**config.mk**
```make
export PLATFORM = sky130hd
export DESIGN_NAME = mod_reduce_barrett
export DESIGN_NICKNAME = d
export VERILOG_FILES = /design/src/rtl/mod_reduce_barrett.sv
export SDC_FILE = /design/constraint.sdc
export NUM_CORES = 1
export LEC_CHECK = 0
export CAP_MARGIN = 30
export CORE_MARGIN = 1
export CORE_UTILIZATION = 40
export CTS_BUF_LIST = sky130_fd_sc_hd__clkbuf_8
export DETAILED_ROUTE_END_ITERATION = 7
export PLACE_DENSITY_LB_ADDON = 0.05
export SLEW_MARGIN = 20
export SYNTH_ARGS = -nofsm -noshare
export SYNTH_HDL_FRONTEND = slang
export SYNTH_SLANG_ARGS = --single-unit
```
**constraint.sdc**
```tcl
create_clock -name i_clk -period 6.2 [get_ports i_clk]
set_input_delay 0.62 -clock i_clk [delete_from_list [all_inputs] [get_ports i_clk]]
set_output_delay 0.62 -clock i_clk [all_outputs]
set_load 0.01 [all_outputs]
```
**src/rtl/mod_reduce_barrett.sv**
```systemverilog
// Purpose: Barrett reduction x mod Q for 2*Q_WIDTH-bit products, feeding a circular output FIFO.
// Latency: 3 cycles from i_valid to FIFO write, 1 input per cycle; o_valid is count != 0.
// Backpressure: none on the input; upstream paces itself with the registered o_credit_ok, and overflow is sticky.
//
// Ports:
//   i_clk, i_rst_n        clock, async active-low reset (clears all in-flight and buffered data)
//   i_valid, i_x          product from the multiplier, captured every valid cycle
//   o_credit_ok           upstream may issue one new multiply this cycle
//   o_valid, i_ready, o_r FIFO head residue with valid/ready handshake
//   o_overflow            sticky: a result was dropped because the FIFO was full
//   o_range_err           sticky: an input was >= Q*Q (only built with MOD_REDUCE_RANGE_CHECK_EN)
// Optional feature macro: MOD_REDUCE_RANGE_CHECK_EN
module mod_reduce_barrett #(
    parameter int Q_WIDTH    = 16,
    parameter int Q          = 65521,
    parameter int FIFO_DEPTH = 8,
    parameter int LOOKAHEAD  = 4
) (
    input  logic                   i_clk,
    input  logic                   i_rst_n,
    input  logic                   i_valid,
    input  logic [2*Q_WIDTH-1:0]   i_x,
    output logic                   o_credit_ok,
    output logic                   o_valid,
    input  logic                   i_ready,
    output logic [Q_WIDTH-1:0]     o_r,
    output logic                   o_overflow,
    output logic                   o_range_err
);

    localparam int XW = 2 * Q_WIDTH;
    localparam int RW = Q_WIDTH + 2;
    localparam int PW = $clog2(FIFO_DEPTH);
    localparam int CW = PW + 1;

    // MU = floor(2^(2*Q_WIDTH) / Q) needs one bit more than XW for the numerator.
    localparam logic [XW:0]      POW2 = {1'b1, {XW{1'b0}}};
    localparam logic [Q_WIDTH:0] MU   = (Q_WIDTH + 1)'(POW2 / (XW + 1)'(Q));
    localparam logic [RW-1:0]    Q_R  = RW'(Q);

    // ---------------- S1: capture x and q2 ----------------
    logic [Q_WIDTH:0] x_hi;
    logic [XW+1:0]    q2_next;
    logic             s1_vld;
    logic [XW-1:0]    s1_x;
    logic [XW+1:0]    s1_q2;

    assign x_hi    = i_x[XW-1:Q_WIDTH-1];
    assign q2_next = (XW + 2)'(x_hi) * (XW + 2)'(MU);

    always_ff @(posedge i_clk or negedge i_rst_n) begin
        if (!i_rst_n) begin
            s1_vld <= 1'b0;
            s1_x   <= '0;
            s1_q2  <= '0;
        end else begin
            s1_vld <= i_valid;
            if (i_valid) begin
                s1_x  <= i_x;
                s1_q2 <= q2_next;
            end
        end
    end

    // ---------------- S2: r = x - q3*Q, modulo 2^(Q_WIDTH+2) ----------------
    // The true remainder is below 3Q, so only the low Q_WIDTH+2 bits matter.
    logic [Q_WIDTH:0] q3;
    logic [RW-1:0]    r_next;
    logic             s2_vld;
    logic [RW-1:0]    s2_r;

    assign q3     = (Q_WIDTH + 1)'(s1_q2 >> (Q_WIDTH + 1));
    assign r_next = RW'(s1_x) - (RW'(q3) * Q_R);

    always_ff @(posedge i_clk or negedge i_rst_n) begin
        if (!i_rst_n) begin
            s2_vld <= 1'b0;
            s2_r   <= '0;
        end else begin
            s2_vld <= s1_vld;
            if (s1_vld) begin
                s2_r <= r_next;
            end
        end
    end

    // ---------------- S3: up to two conditional subtractions ----------------
    logic [RW-1:0]      fold1;
    logic [RW-1:0]      fold2;
    logic               s3_vld;
    logic [Q_WIDTH-1:0] s3_r;

    assign fold1 = (s2_r  >= Q_R) ? (s2_r  - Q_R) : s2_r;
    assign fold2 = (fold1 >= Q_R) ? (fold1 - Q_R) : fold1;

    always_ff @(posedge i_clk or negedge i_rst_n) begin
        if (!i_rst_n) begin
            s3_vld <= 1'b0;
            s3_r   <= '0;
        end else begin
            s3_vld <= s2_vld;
            if (s2_vld) begin
                s3_r <= Q_WIDTH'(fold2);
            end
        end
    end

    // ---------------- Output FIFO ----------------
    logic [Q_WIDTH-1:0] mem [FIFO_DEPTH];
    logic [PW-1:0]      wr_ptr;
    logic [PW-1:0]      rd_ptr;
    logic [CW-1:0]      count;
    logic               full;
    logic               pop;
    logic               wr_en;

    assign full    = (count == CW'(FIFO_DEPTH));
    assign o_valid = (count != '0);
    assign o_r     = o_valid ? mem[rd_ptr] : '0;
    assign pop     = o_valid && i_ready;
    // When full, a same-cycle pop frees the head slot, which is exactly where wr_ptr points.
    assign wr_en   = s3_vld && (!full || pop);

    always_ff @(posedge i_clk) begin
        if (wr_en) begin
            mem[wr_ptr] <= s3_r;
        end
    end

    always_ff @(posedge i_clk or negedge i_rst_n) begin
        if (!i_rst_n) begin
            wr_ptr     <= '0;
            rd_ptr     <= '0;
            count      <= '0;
            o_overflow <= 1'b0;
        end else begin
            if (wr_en) begin
                wr_ptr <= wr_ptr + PW'(1);
            end
            if (pop) begin
                rd_ptr <= rd_ptr + PW'(1);
            end
            if (wr_en && !pop) begin
                count <= count + CW'(1);
            end else if (!wr_en && pop) begin
                count <= count - CW'(1);
            end
            if (s3_vld && !wr_en) begin
                o_overflow <= 1'b1;
            end
        end
    end

    // ---------------- Credit ----------------
    // Everything already committed (buffered or in the pipe) plus what upstream may
    // still have in flight must fit in the FIFO.
    logic [CW:0] occ;

    assign occ = (CW + 1)'(count) + (CW + 1)'(s1_vld) + (CW + 1)'(s2_vld) + (CW + 1)'(s3_vld);

    always_ff @(posedge i_clk or negedge i_rst_n) begin
        if (!i_rst_n) begin
            o_credit_ok <= 1'b0;
        end else begin
            o_credit_ok <= ((int'(occ) + LOOKAHEAD) < FIFO_DEPTH);
        end
    end

    // ---------------- Optional input range check ----------------
`ifdef MOD_REDUCE_RANGE_CHECK_EN
    localparam logic [XW-1:0] Q_X  = XW'(Q);
    localparam logic [XW-1:0] Q_SQ = Q_X * Q_X;

    always_ff @(posedge i_clk or negedge i_rst_n) begin
        if (!i_rst_n) begin
            o_range_err <= 1'b0;
        end else if (i_valid && (i_x >= Q_SQ)) begin
            o_range_err <= 1'b1;
        end
    end
`else
    assign o_range_err = 1'b0;
`endif

endmodule

```
==> results.sh <==
export IMPL_status="finished, final reports clean"
export IMPL_io_pins=56
export IMPL_finalCritPeriodShare_pct=92.56
export IMPL_dr_pass1_iters=6
export IMPL_core_mm2=0.03696
export IMPL_post_cts_buffers=0
export IMPL_rrSetupSlack_ns=0.46
export IMPL_yosysTopAreaCellShare_pct=25.34
export IMPL_finalNetCount=1674
export IMPL_initial_core_util_pct=41.04
export IMPL_postSynthCellCount=1301
export IMPL_syn_nets=1600
export IMPL_drive_gt1_share_pct=10.38
export IMPL_die_area_mm2=0.03870
export IMPL_diodes=0
export IMPL_slew_headroom_pct=41.08
export IMPL_path_class="reg -> reg"
export IMPL_cts_buffers=40
export IMPL_grt_pass1_wl_mm=54.74
export IMPL_wl_per_cell_um=17.48
export IMPL_port_buffer_count=54
export IMPL_yosysTopAreaCell="edfxtp_1"
export IMPL_crit_arrival_ns=6.18
export IMPL_cts_tree="yes"
export IMPL_report_final_setup_viol=0
export IMPL_synthArstFlopShare_pct=39.62
export IMPL_synth_cell_type_count=75
export IMPL_cts_root_buf="clkbuf_8"
export IMPL_drc_errors=0
export IMPL_synth_main_ff_cell="edfxtp_1"
export IMPL_path_clk_slew_ns=0.06
export IMPL_yosysMostFrequentCell="inv_1"
export IMPL_r2r_cells=17
export IMPL_hpwl_mm=25.16
export IMPL_synth_edf_count=128
export IMPL_rr_startpoint="s1_q2[24]"
export IMPL_cts_buffer_depth=3
export IMPL_cp_required_ns=6.64
export IMPL_synthToLayoutAreaGrowth_pct=12.52
export IMPL_hold_viol_final=0
export IMPL_vias_per_cell=4.910
export IMPL_die_y_um=196.7
export IMPL_n_fill_cell=3525
export IMPL_ant_nets=0
export IMPL_clock_latency_ns=0.57
export IMPL_synth_area_leaders="edfxtp_1, dfrtp_1, ha_1"
export IMPL_grt_use_total_pct=18.32
export IMPL_r2r_end="s2_r[17]"
export IMPL_tightest_slew_ns=0.8838
export IMPL_synth_warnings=0
export IMPL_drt_iter0_markers=392
export IMPL_vias=9378
export IMPL_fin_tns_setup_ns=0
export IMPL_hold_path_class="in -> async"
export IMPL_clock_skew_ns=0.04154
export IMPL_period_needed_ns=5.739
export IMPL_maxSlewViolCount=0
export IMPL_cts_num_sinks=212
export IMPL_path_cells="inv_1, fa_1, xnor2_1, ha_1, inv_1, fa_1, fa_1, fa_1, fa_1, inv_1, ha_1, or3_1, or3_1, or3_1, a41o_1, xnor2_1, mux2i_1"
export IMPL_syn_area_mm2=0.01517
export IMPL_grt_max_degree=69
export IMPL_cts_max_level=2
export IMPL_synth_seq_cells=212
export IMPL_rsz0062_at_grt="no"
export IMPL_post_cts_resized=0
export IMPL_max_freq_ghz=0.1743
export IMPL_grt_pass1_vias=9923
export IMPL_startpoint_type="flop"
export IMPL_synth_common_cells="inv_1, ha_1, edfxtp_1, fa_1, dfrtp_1"
export IMPL_ctsHoldBuffers=0
export IMPL_crit_path_frequent_cell="fa_1"
export IMPL_crit_slowest_cell="fa_1"
export IMPL_cpPeakStageDelay_ns=0.54
export IMPL_antenna_found_initial=0
export IMPL_gp_congestion=0.8227
export IMPL_syn_avg_cell_area_um2=11.66
export IMPL_cp_max_fo=4
export IMPL_cap_violations=0
export IMPL_synth_seq_area_share_pct=39.20
export IMPL_die_w_um=196.7
export IMPL_end_kind="flop"
export IMPL_grt_overflow=0
export IMPL_wl_mm=33.38
export IMPL_num_rows=70
[through the flow]
stage	util, %	worst slack (ns)	hold WS (ns)	std cells	cell area (um2)
detailed placement	44.08	0.3345	0.4884	1837	16290
global placement	44.08	0.4107	0.4842	1837	16290
floorplan	-	0.7061	0.3244	1301	15170
CTS	46.18	0.4310	0.1391	1910	17070
global route	46.18	0.2508	0.1831	1910	17070
finish	46.18	0.4615	0.1487	1910	17070
[worst max-delay path: cells and delay by family (launching register included)]
| family | cells | cell delay [ns] |
|---|---|---|
| flip-flops | 1 | 0.49 |
| multiplexers | 1 | 0.09 |
| AND/OR/NAND/NOR | 3 | 1.03 |
| XOR/XNOR | 2 | 0.42 |
| AO/OA/AOI/OAI | 1 | 0.25 |
| buffers and inverters | 3 | 0.29 |
| adder cells (fa/ha/maj) | 7 | 3.03 |
[cells by family (layout without fill, tap and decap cells)]
family                   after synthesis  in the layout  synth area share, %
buffers and inverters                268            373                6.863
XOR/XNOR                              80             80                4.619
AO/OA/AOI/OAI                        148            148                6.310
multiplexers                          78             78                7.993
flip-flops                           212            212                39.20
other                                  1              1              0.02472
adder cells (fa/ha/maj)              263            263                26.64
AND/OR/NAND/NOR                      251            251                8.348
[metal layers]
layer | global-route usage (%) | vias to the layer above | wire (um)
met5 | 0 | - | 0
met4 | 4.852 | 0 | 708
met3 | 2.669 | 48 | 915
met2 | 32.46 | 143 | 16820
met1 | 23.33 | 4572 | 14940
li1 | - | 4615 | -
[worst max-delay path by stage]
stage                    from        end  slack (ns)
global placement      i_x[22]  s1_q2[32]        0.41
finish              s1_q2[24]   s2_r[17]        0.46
floorplan           s1_q2[17]   s2_r[17]        0.71
detailed placement    i_x[22]  s1_q2[32]        0.33
global route        s1_q2[24]   s2_r[17]        0.25
CTS                 s1_q2[24]   s2_r[17]        0.43
[cells in the final DEF (no fill, tap or decap), types with 24 or more instances in the layout]
master / netlist / final
mux4_2: 32 / 32
clkbuf_8: 0 / 42
fa_1: 100 / 100
xnor2_1: 59 / 59
edfxtp_1: 128 / 128
ha_1: 163 / 163
nor3_1: 26 / 24
mux2_2: 25 / 25
nor2_1: 69 / 69
clkdlybuf4s50_1: 0 / 52
nand3_1: 28 / 28
dfrtp_1: 84 / 82
inv_1: 229 / 250
a21oi_1: 36 / 36
o21ai_0: 44 / 44
nand2_1: 53 / 53
[state kept, by name, indices dropped and copies added (netlist names)]
signal	flops
s1_q2	17
rd_ptr	3
s3_vld	1
s2_vld	1
s1_vld	1
mem	128
s3_r	16
count	4
wr_ptr	3
o_credit_ok	1
s1_x	18
s2_r	18
o_overflow	1
[area by class of cell]
cell class,count,area [um2],area share [%]
Clock inverter,31,198.9,1.166
Multi-Input combinational cell,821,8192,48.00
Sequential cell,212,5948,34.85
Clock buffer,42,578.1,3.387
Timing Repair Buffer,71,660.6,3.871
Tap cell,504,630.6,3.695
Inverter,229,859.6,5.036
Power is not shown: default switching activity piles up to over one toggle a cycle in this logic, so the estimate is an artifact.
==> RTL change (same settings) <==
Change the parameter `FIFO_DEPTH` from 8 to 16.
--- a/src/rtl/mod_reduce_barrett.sv
+++ b/src/rtl/mod_reduce_barrett.sv
@@ -13,7 +13,7 @@
 module mod_reduce_barrett #(
     parameter int Q_WIDTH    = 16,
     parameter int Q          = 65521,
-    parameter int FIFO_DEPTH = 8,
+    parameter int FIFO_DEPTH = 16,
     parameter int LOOKAHEAD  = 4
 ) (
     input  logic                   i_clk,
Behaviour: not the same (Yosys sat finds a counterexample within 10 cycles, from zero or initial values and one cycle with i_rst_n low).
==> RTL change against the original RTL <==
Setup slack better by 0.087 ns; wire length up 40%; utilization down 0.60 points; die area up 34%; cell area up 34%; non-clock buffer count up 11; sequential cell count up 131; synthesized cell count up 17%; synthesized area up 34%; hold slack better by 0.28 ns.
Power is left out: the tool's default activity adds up to more than one toggle a clock period on the data nets, which glitch-free logic cannot reach.
==> RTL change: results (changes against the original RTL) <==
stage,metric,value,unit,change
status,status,"finished, final reports clean",,
placement,place_hpwl,32500,um,+29%
synth,synth.distinct_cells,79,,+5.3%
global_route,grt_usage,0.191,,+0.00742
synth,synthMuxAreaShare,0.0995,,+0.0195
finish,layout.area.seq,9870,sq um,+66%
synth,synth-compound-area-share,0.0619,,-0.00120
placement,postPlaceCellArea,21700,sq um,+33%
cts,clkLatencyLatePin,0.68,ns,+0.11 ns
global_route,grt_max_degree,68,,-1.4%
detailed_routing,avgRoutedWirePerCell,20.0,um,+15%
synth,syn_nets,1820,,+14%
synth,synth_common_cells,"256 x edfxtp_1, 234 x inv_1, 167 x ha_1",,
synth,synthArstFlopShare,0.254,,-0.143
synth,synth_area_leaders,"edfxtp_1 38%, dfrtp_1 11%, ha_1 10%",,
placement,place_ws,0.436,ns,+0.101 ns
cts,cts_buffers,60,,+50%
finish,fin_nets,1911,,+14%
synth,synth_edf_count,256,,+100%
critical_path,path_max_fanout,5,,+1
synth,synthAdderAreaFrac,0.201,,-0.0650
synth,netlist_instances,1517,,+17%
global_route,grt_pass1_wl,73600,um,+35%
placement,placedCellCount,2216,,+21%
detailed_routing,dr.pass1.iters,8,,+2
detailed_routing,routed_via_density,5.09,,+3.7%
synth,synth-seq-area-share,0.486,,+0.0936
timing,clock_skew,0.0383,ns,-0.00319 ns
synth,synthXorXnorAreaFrac,0.0285,,-0.0177
detailed_routing,routed_wirelength,46700,um,+40%
detailed_routing,drt_iter0_drc,569,,+45%
finish,top_regs,"mem: 256 flops, s1_x: 18 flops, s2_r: 18 flops",,
-- RTL change: worst max-delay path, stage by stage, from the launching register on --
cell and delay, ns:
dfrtp_1 0.54, inv_1 0.18, fa_1 0.53, inv_1 0.09, ha_1 0.24, fa_1 0.53, fa_1 0.44, fa_1 0.51
fa_1 0.54, inv_1 0.04, ha_1 0.34, a21o_1 0.19, a21o_1 0.19, o41a_1 0.42, a211oi_1 0.23, o21bai_1 0.10
xnor2_1 0.13, mux2_2 0.26
-- RTL change: cell type report --
| type | count | area share |
|---|---|---|
| clock inverters | 53 | 0.0133 |
| flip-flops and latches | 343 | 0.432 |
| well taps | 672 | 0.0368 |
| clock buffers | 60 | 0.0361 |
| repair buffers | 82 | 0.0335 |
| diodes | 1 | 0.000109 |
| inverters | 236 | 0.0387 |
| multi-input cells | 885 | 0.410 |
-- RTL change: routing by layer --
layer,vias to the layer above,share of wire,global-route usage
li1,5638,-,-
met1,5998,0.42,0.234
met2,157,0.52,0.345
met3,85,0.027,0.0244
met4,0,0.027,0.0632
met5,-,0,0
-- RTL change: timing repair --
item / CTS / global route
setup buffers: 0 / 0
hold buffers: 1 / 0
hold endpoints to repair: 26 / 0
endpoints found under the setup margin: 0 / 0
-- RTL change: final timing paths --
check                                start          to  slack, ns
worst max-delay path             s1_q2[21]    s2_r[17]       0.55
worst min-delay path               i_rst_n   rd_ptr[0]       0.43
worst max register to register   s1_q2[21]    s2_r[17]       0.55
worst min register to register  o_overflow  o_overflow       0.46
max in group asynchronous          i_rst_n     s1_x[8]       4.57
min in group i_clk              o_overflow  o_overflow       0.46
